===== src/rtl/weight_rotator_ctrl.sv =====
// weight_rotator_ctrl
//   Ping-pong controller for two cyclic_bram banks (A=0, B=1). One bank is
//   filled from the weight stream while the other is read cyclically
//   (0..r_max on the first pass, then r_min..r_max) for a configured number of
//   passes. Read data is re-timed into a valid/ready/last stream.
//
// Ports
//   clk, rst                     clock, asynchronous active-high reset
//   s_cfg_*                      per-tile config (r_max, r_min, repeats)
//   s_valid/s_ready/s_data/s_last  weight fill stream
//   bram_*                       control and data for both banks (bank b at bit/slice b)
//   m_valid/m_ready/m_data/m_last  re-timed output stream
module weight_rotator_ctrl #(
  parameter int unsigned R_DEPTH      = 8,
  parameter int unsigned R_DATA_WIDTH = 8,
  parameter int unsigned W_DATA_WIDTH = 8,
  parameter int unsigned LATENCY      = 3,
  parameter int unsigned R_ADDR_WIDTH = $clog2(R_DEPTH),
  parameter int unsigned REP_WIDTH    = 16
) (
  input  logic                      clk,
  input  logic                      rst,
  input  logic                      s_cfg_valid,
  output logic                      s_cfg_ready,
  input  logic [R_ADDR_WIDTH-1:0]   s_cfg_r_max,
  input  logic [R_ADDR_WIDTH-1:0]   s_cfg_r_min,
  input  logic [REP_WIDTH-1:0]      s_cfg_repeats,
  input  logic                      s_valid,
  output logic                      s_ready,
  input  logic [W_DATA_WIDTH-1:0]   s_data,
  input  logic                      s_last,
  output logic [1:0]                bram_clken,
  output logic [1:0]                bram_resetn_local,
  output logic [1:0]                bram_w_en,
  output logic [1:0]                bram_r_en,
  output logic [W_DATA_WIDTH-1:0]   bram_s_data,
  output logic [2*R_ADDR_WIDTH-1:0] bram_r_addr_max,
  output logic [2*R_ADDR_WIDTH-1:0] bram_r_addr_min,
  input  logic [2*R_DATA_WIDTH-1:0] bram_m_data,
  output logic                      m_valid,
  input  logic                      m_ready,
  output logic [R_DATA_WIDTH-1:0]   m_data,
  output logic                      m_last
);

  typedef enum logic [2:0] {
    ST_EMPTY,
    ST_FILLING,
    ST_FULL,
    ST_READING,
    ST_DRAINING
  } bank_state_t;

  bank_state_t state_q [2];
  bank_state_t state_d [2];

  logic                    wp, rp;
  logic [R_ADDR_WIDTH-1:0] rmax_q [2];
  logic [R_ADDR_WIDTH-1:0] rmin_q [2];
  logic [REP_WIDTH-1:0]    reps_q [2];

  // Shadow of the reading bank's internal address counter
  logic [R_ADDR_WIDTH-1:0] rd_addr;
  logic [REP_WIDTH-1:0]    rd_pass;

  logic [1:0]              w_en_q;
  logic [1:0]              rst_pulse;
  logic [W_DATA_WIDTH-1:0] s_data_q;

  logic [LATENCY-1:0]      pipe_valid;
  logic [LATENCY-1:0]      pipe_bank;
  logic [LATENCY-1:0]      pipe_last;

  logic adv, cfg_fire, beat_fire, rd_issue, rd_wrap, rd_last_pass, rd_final;
  logic done_fire, done_bank;

  assign m_valid   = pipe_valid[LATENCY-1];
  assign m_last    = pipe_last[LATENCY-1];
  assign done_bank = pipe_bank[LATENCY-1];
  assign adv       = m_ready | ~m_valid;

  // A bank that just finished is held off config for its reset cycle
  assign s_cfg_ready = ~rst & (state_q[wp] == ST_EMPTY) & ~rst_pulse[wp];
  assign s_ready     = (state_q[wp] == ST_FILLING);
  assign cfg_fire    = s_cfg_valid & s_cfg_ready;
  assign beat_fire   = s_valid & s_ready;

  assign rd_issue     = (state_q[rp] == ST_READING) & adv;
  assign rd_wrap      = (rd_addr == rmax_q[rp]);
  assign rd_last_pass = ({1'b0, rd_pass} + (REP_WIDTH+1)'(1)) >= {1'b0, reps_q[rp]};
  assign rd_final     = rd_issue & rd_wrap & rd_last_pass;

  assign done_fire = m_valid & m_ready & m_last;

  always_comb begin
    for (int unsigned b = 0; b < 2; b++) begin
      state_d[b] = state_q[b];
      unique case (state_q[b])
        ST_EMPTY:    if (cfg_fire && wp == 1'(b)) state_d[b] = ST_FILLING;
        ST_FILLING:  if (beat_fire && s_last && wp == 1'(b)) state_d[b] = ST_FULL;
        // Also start when the other bank issues its final read, so the
        // hand-over between tiles has no bubble
        ST_FULL:     if (rp == 1'(b) || rd_final) state_d[b] = ST_READING;
        ST_READING:  if (rd_final && rp == 1'(b)) state_d[b] = ST_DRAINING;
        ST_DRAINING: if (done_fire && done_bank == 1'(b)) state_d[b] = ST_EMPTY;
        default:     state_d[b] = ST_EMPTY;
      endcase
    end
  end

  always_ff @(posedge clk or posedge rst) begin
    if (rst) begin
      for (int unsigned b = 0; b < 2; b++) begin
        state_q[b] <= ST_EMPTY;
        rmax_q[b]  <= '0;
        rmin_q[b]  <= '0;
        reps_q[b]  <= '0;
      end
      wp         <= 1'b0;
      rp         <= 1'b0;
      rd_addr    <= '0;
      rd_pass    <= '0;
      w_en_q     <= '0;
      rst_pulse  <= '0;
      s_data_q   <= '0;
      pipe_valid <= '0;
      pipe_bank  <= '0;
      pipe_last  <= '0;
    end else begin
      state_q <= state_d;

      if (cfg_fire) begin
        rmax_q[wp] <= s_cfg_r_max;
        rmin_q[wp] <= s_cfg_r_min;
        reps_q[wp] <= s_cfg_repeats;
      end

      w_en_q <= beat_fire ? (2'b01 << wp) : 2'b00;
      if (beat_fire) begin
        s_data_q <= s_data;
        if (s_last) wp <= ~wp;
      end

      if (rd_issue) begin
        if (rd_final) begin
          rd_addr <= '0;
          rd_pass <= '0;
          rp      <= ~rp;
        end else if (rd_wrap) begin
          rd_addr <= rmin_q[rp];
          rd_pass <= rd_pass + REP_WIDTH'(1);
        end else begin
          rd_addr <= rd_addr + R_ADDR_WIDTH'(1);
        end
      end

      // Tag pipeline moves in lock-step with the BRAM read pipeline (same clken)
      if (adv) begin
        pipe_valid[0] <= rd_issue;
        pipe_bank[0]  <= rp;
        pipe_last[0]  <= rd_final;
        for (int unsigned i = 1; i < LATENCY; i++) begin
          pipe_valid[i] <= pipe_valid[i-1];
          pipe_bank[i]  <= pipe_bank[i-1];
          pipe_last[i]  <= pipe_last[i-1];
        end
      end

      rst_pulse <= done_fire ? (2'b01 << done_bank) : 2'b00;
    end
  end

  always_comb begin
    bram_clken = '1;
    bram_r_en  = '0;
    for (int unsigned b = 0; b < 2; b++) begin
      // Banks with reads in flight must stall with the output pipeline
      if (state_q[b] == ST_READING || state_q[b] == ST_DRAINING) bram_clken[b] = adv;
      if (rd_issue && rp == 1'(b)) bram_r_en[b] = 1'b1;
    end
  end

  assign bram_w_en         = w_en_q;
  assign bram_s_data       = s_data_q;
  assign bram_resetn_local = rst ? 2'b00 : ~rst_pulse;
  assign bram_r_addr_max   = {rmax_q[1], rmax_q[0]};
  assign bram_r_addr_min   = {rmin_q[1], rmin_q[0]};

  assign m_data = !m_valid ? '0
                : (done_bank ? bram_m_data[2*R_DATA_WIDTH-1:R_DATA_WIDTH]
                             : bram_m_data[R_DATA_WIDTH-1:0]);

endmodule

===== config.mk =====
export PLATFORM = sky130hd
export DESIGN_NAME = weight_rotator_ctrl
export DESIGN_NICKNAME = d
export VERILOG_FILES = /design/src/rtl/weight_rotator_ctrl.sv
export SDC_FILE = /design/constraint.sdc
export NUM_CORES = 1
export LEC_CHECK = 0
export CAP_MARGIN = 40
export CORE_MARGIN = 3
export CORE_UTILIZATION = 39
export CTS_CLUSTER_SIZE = 14
export DETAILED_ROUTE_END_ITERATION = 10
export SYNTH_ARGS = -nofsm -noshare
export SYNTH_HDL_FRONTEND = slang
export SYNTH_SLANG_ARGS = --single-unit
export TNS_END_PERCENT = 1

===== constraint.sdc =====
create_clock -name clk -period 4.8 [get_ports clk]
set_clock_uncertainty 0.05 [all_clocks]
set_input_delay 0.96 -clock clk [delete_from_list [all_inputs] [get_ports clk]]
set_output_delay 0.96 -clock clk [all_outputs]
set_load 0.05 [all_outputs]

==> impl_summary.md <==
Status
The flow ran to the end, and the final reports show no timing, DRC or antenna violations.

Logic synthesis
The arithmetic-cell share of the synthesized area counting full adders, half adders and majority gates is about 4.6%. Of all flip-flops after synthesis, the portion carrying an async set or reset was 100%. The simple logic cell fraction of the synthesized area is ~15%. After technology mapping, the gate count stands at 436. The cell area after synthesis is 0.00486 mm2. By area, the combinational part of the netlist is dominated by multiplexers.

Synthesis produced a netlist with a net count of 506. A synthesized cell averages 11.1 um2. The most used flip-flop cell after synthesis is sky130_fd_sc_hd__dfrtp_1. The synthesized netlist devotes about 3.2% of its cell area to XOR and XNOR gates. Yosys printed 0 warnings. The synthesized netlist devotes under 10% of its cell area to compound gates. Measured against the total synthesized area, the mux share comes to 18.5%.

The synthesized flop and latch total is 92. Summing the sequential cell areas from Yosys gives 47.4% of the chip area. The number of unique standard cell types used by synthesis is 55. Yosys mapped a number of flops with a built-in enable equal to 0.

Global route
The via count of the first global-routing pass is 3,628. The total overflow left after global routing is 0. In the global route stage, overall resource usage came out at 16.4%.

The first-pass GRT wire length is between 15,000 and 20,000 um. The number of antenna violations at the first check in global routing is 0. The largest net degree at the start of global routing is 40.

Placement
The half-perimeter wire length after detailed placement is 8000 um. Prior to clock tree synthesis, the placed netlist has a worst setup slack of 0.912 ns. Counting tap cells, the placed design contains a total of around 680 instances. At the end of routability-driven placement, the weighted congestion stood at between 0.8 and 0.9. The number of input and output port buffers inserted is just over 90.

Routing
After detailed routing, the number of remaining DRC violations is 0. Dividing the detail-routed via count by the number of cells gives 5.13. The highest metal layer with signal wires is met4. After detailed routing, the met2 layer carries 5210 um of wire. The count of nets left with antenna violations once routing finished came out at 0. Wires add up to 10,800 um.

The number of detailed-routing iterations run before antenna repair is 5. The total routed wire length on the met1 layer is 5010 um. Wire segments on met3 add up to ~470 um in the final route. The final route contains 3,583 vias. Dividing the detail-routed wire length by the instance count gives 15.5 um. The detailed router finished its first iteration with 99 violations.

Worst hold path
In this run the worst hold path is classified as reg -> reg.

Worst setup path
The capturing element type of the critical path is an output port. Data on the critical path arrives at its endpoint at between 2 and 3 ns. At the worst endpoint, the required time is 3.79 ns. STA classifies the critical path startpoint as an input port. The largest fanout of any net on the critical path is 12.

The classification of the worst setup path is in -> out.

STA
The worst path in the final design needs a cycle of ~3.9 ns, including I/O delays and setup. The number of pins exceeding their max-slew limit in the final report is 0. Measured against its own limit, the worst slew margin works out to between 50% and 60%. Setup repair after global routing left no endpoint under its margin. At the pin with the least slew margin, the transition time is 0.731 ns.

For the final routed database, the setup TNS stands at 0 ns. The post-route worst setup slack is 0.874 ns. Timing would allow up to 255 MHz.

After layout, the worst path uses 81.8% of the clock period. The hold violation count in the final report is 0. The total of endpoints with negative setup slack in the final report is 0.

CTS
The clock passes through at most 2 buffers. The clock tree synthesis step divided the H-tree into 3 levels. The number of hold buffers added after CTS was 0. The number of resized instances in the post-cts repair step is 0.

The number of buffers created by CTS is 9. The tree is rooted in a sky130_fd_sc_hd__clkbuf_16. The CTS tree is built. The total number of clock tree sinks is 92.

The latest clock arrival within the worst-skew pair is approximately 0.34 ns. After clock tree synthesis, the clock-pin slew on the worst setup and hold paths is 0.06 ns. The buffers inserted during post-CTS setup optimization is 0.

Final layout
Cells with a size suffix above 1 make up about 18% of the layout. The count of antenna diodes in the layout is 0. The finished layout holds 699 standard cells, fillers aside.

The area growth from synthesis to final layout is 28.8%. For this run, the post-layout net count is 597. The post-layout utilization of the core is 51.7%.

Power and ir drop
Overall power consumption after layout is estimated at between 1 and 1.5 mW. The clock network burns 43.3% of the power. Cell internal power was estimated by the tool at 1.19 mW. In this run switching power makes up roughly a fifth of total power. The portion of total power attributed to sequential cells is between 50 and 60%.

Summed over all cells, the static leakage comes to 2.83 nW. In this run, the combinational gates consume 4.9% of the power. The power density over the cells is 239 mW/mm2. The power spent charging and discharging nets is 0.303 mW.

VDD sags by at most 129 uV.

Floorplan
The floorplan step set the die height to 118 um. The horizontal die dimension is 118 um. The area of the core is 0.0121 mm2. The number of core rows is 40. Pin placement for this block handled 92 I/O pins. The full die area is 0.0138 mm2. For this configuration, the core starts out at a cell density of 40.1%.

Run
The count of maximum capacitance violations is 0.
==> cells in the mapped netlist (6+ instances only) <==
cell	count	share of area, %
sky130_fd_sc_hd__nand3_1	13	1.3
sky130_fd_sc_hd__and3_1	9	1.2
sky130_fd_sc_hd__mux2_2	53	12
sky130_fd_sc_hd__mux2i_1	30	6.2
sky130_fd_sc_hd__nor2_1	17	1.3
sky130_fd_sc_hd__o21ai_0	14	1.4
sky130_fd_sc_hd__o21ai_1	10	1.0
sky130_fd_sc_hd__ha_1	18	4.6
sky130_fd_sc_hd__nor2b_1	12	1.5
sky130_fd_sc_hd__nand4_1	6	0.77
sky130_fd_sc_hd__a21oi_1	8	0.82
sky130_fd_sc_hd__inv_1	8	0.62
sky130_fd_sc_hd__dfrtp_1	92	47
sky130_fd_sc_hd__xnor2_1	10	1.8
sky130_fd_sc_hd__nand2_1	49	3.8
sky130_fd_sc_hd__xor2_1	8	1.4
sky130_fd_sc_hd__clkbuf_1	11	0.85
==> power by group through the flow <==
stage                     Clock [mW]  Combinational, mW  Sequential, mW
after detailed placement           0             0.0747           0.790
after global routing           0.705             0.0807           0.775
final                          0.648             0.0727           0.776
after global placement             0             0.0706           0.790
after CTS                      0.670             0.0750           0.775
after floorplan                    0             0.0181           0.790
==> cell usage in the layout (no fill, tap or decap), drive strengths merged, types with 13 or more instances in the layout <==
cell,count
clkbuf,13
clkdlybuf4s50,91
dfrtp,92
ha,18
mux2,53
mux2i,30
nand2,50
nand3,14
nor2,19
o21ai,25
==> flip-flops by register name, summed over array words and instances, names as in the netlist, 6 cells and up <==
register,cells
reps_q,32
bram_r_addr_max,6
bram_s_data,8
bram_r_addr_min,6
rd_pass,16
state_q,6
==> kinds of logic after synthesis <==
group,Yosys count
simple gates,133
flops,92
mux,83
compound gates,64
buf+inv,28
xor+xnor,18
fa+ha+maj,18
==> metal layers <==
layer / GRT usage, % / vias up
li1: - / 1728
met1: 22.4 / 1762
met2: 26.4 / 83
met3: 3.65 / 10
met4: 4.84 / 0
met5: 0 / -
==> critical path, cell delays in order <==
cell                              delay (ns)
sky130_fd_sc_hd__clkdlybuf4s50_1        0.50
sky130_fd_sc_hd__nand2b_1               0.40
sky130_fd_sc_hd__and3_1                 0.24
sky130_fd_sc_hd__clkdlybuf4s50_1        0.81
==> through the flow <==
step           hold WS (ns)  cell area (um2)
2_1_floorplan         0.380             4860
3_3_place_gp          0.395             5950
3_5_place_dp          0.405             5990
4_1_cts               0.419             6260
5_1_grt               0.448             6260
6_report              0.416             6260
==> cell type report <==
class / instances / area (um2)
Clock buffer: 13 / 260
Clock inverter: 2 / 10.0
Tap cell: 168 / 210
Multi-Input combinational cell: 316 / 2430
Timing Repair Buffer: 100 / 1010
Inverter: 8 / 31.3
Fill cell: 1126 / 5850
Sequential cell: 92 / 2300
==> path summary, 6_finish.rpt <==
path,start,endpoint,slack [ns],depth (start not counted)
min reg2reg,pipe_valid[1]$_DFFE_PP0P_,pipe_valid[1]$_DFFE_PP0P_,0.42,2
max reg2reg,rd_pass[0]$_DFFE_PP0P_,state_q[4]$_DFFE_PP0P_,1.12,14
max,m_ready,bram_r_en[1],0.87,4
min,pipe_valid[1]$_DFFE_PP0P_,pipe_valid[1]$_DFFE_PP0P_,0.42,2
max in group asynchronous,rst,bram_r_addr_min[2]$_DFFE_PP0P_,3.24,3
min in group asynchronous,rst,bram_s_data[1]$_DFFE_PP0P_,0.93,2
(Power assumes the default switching activity.)
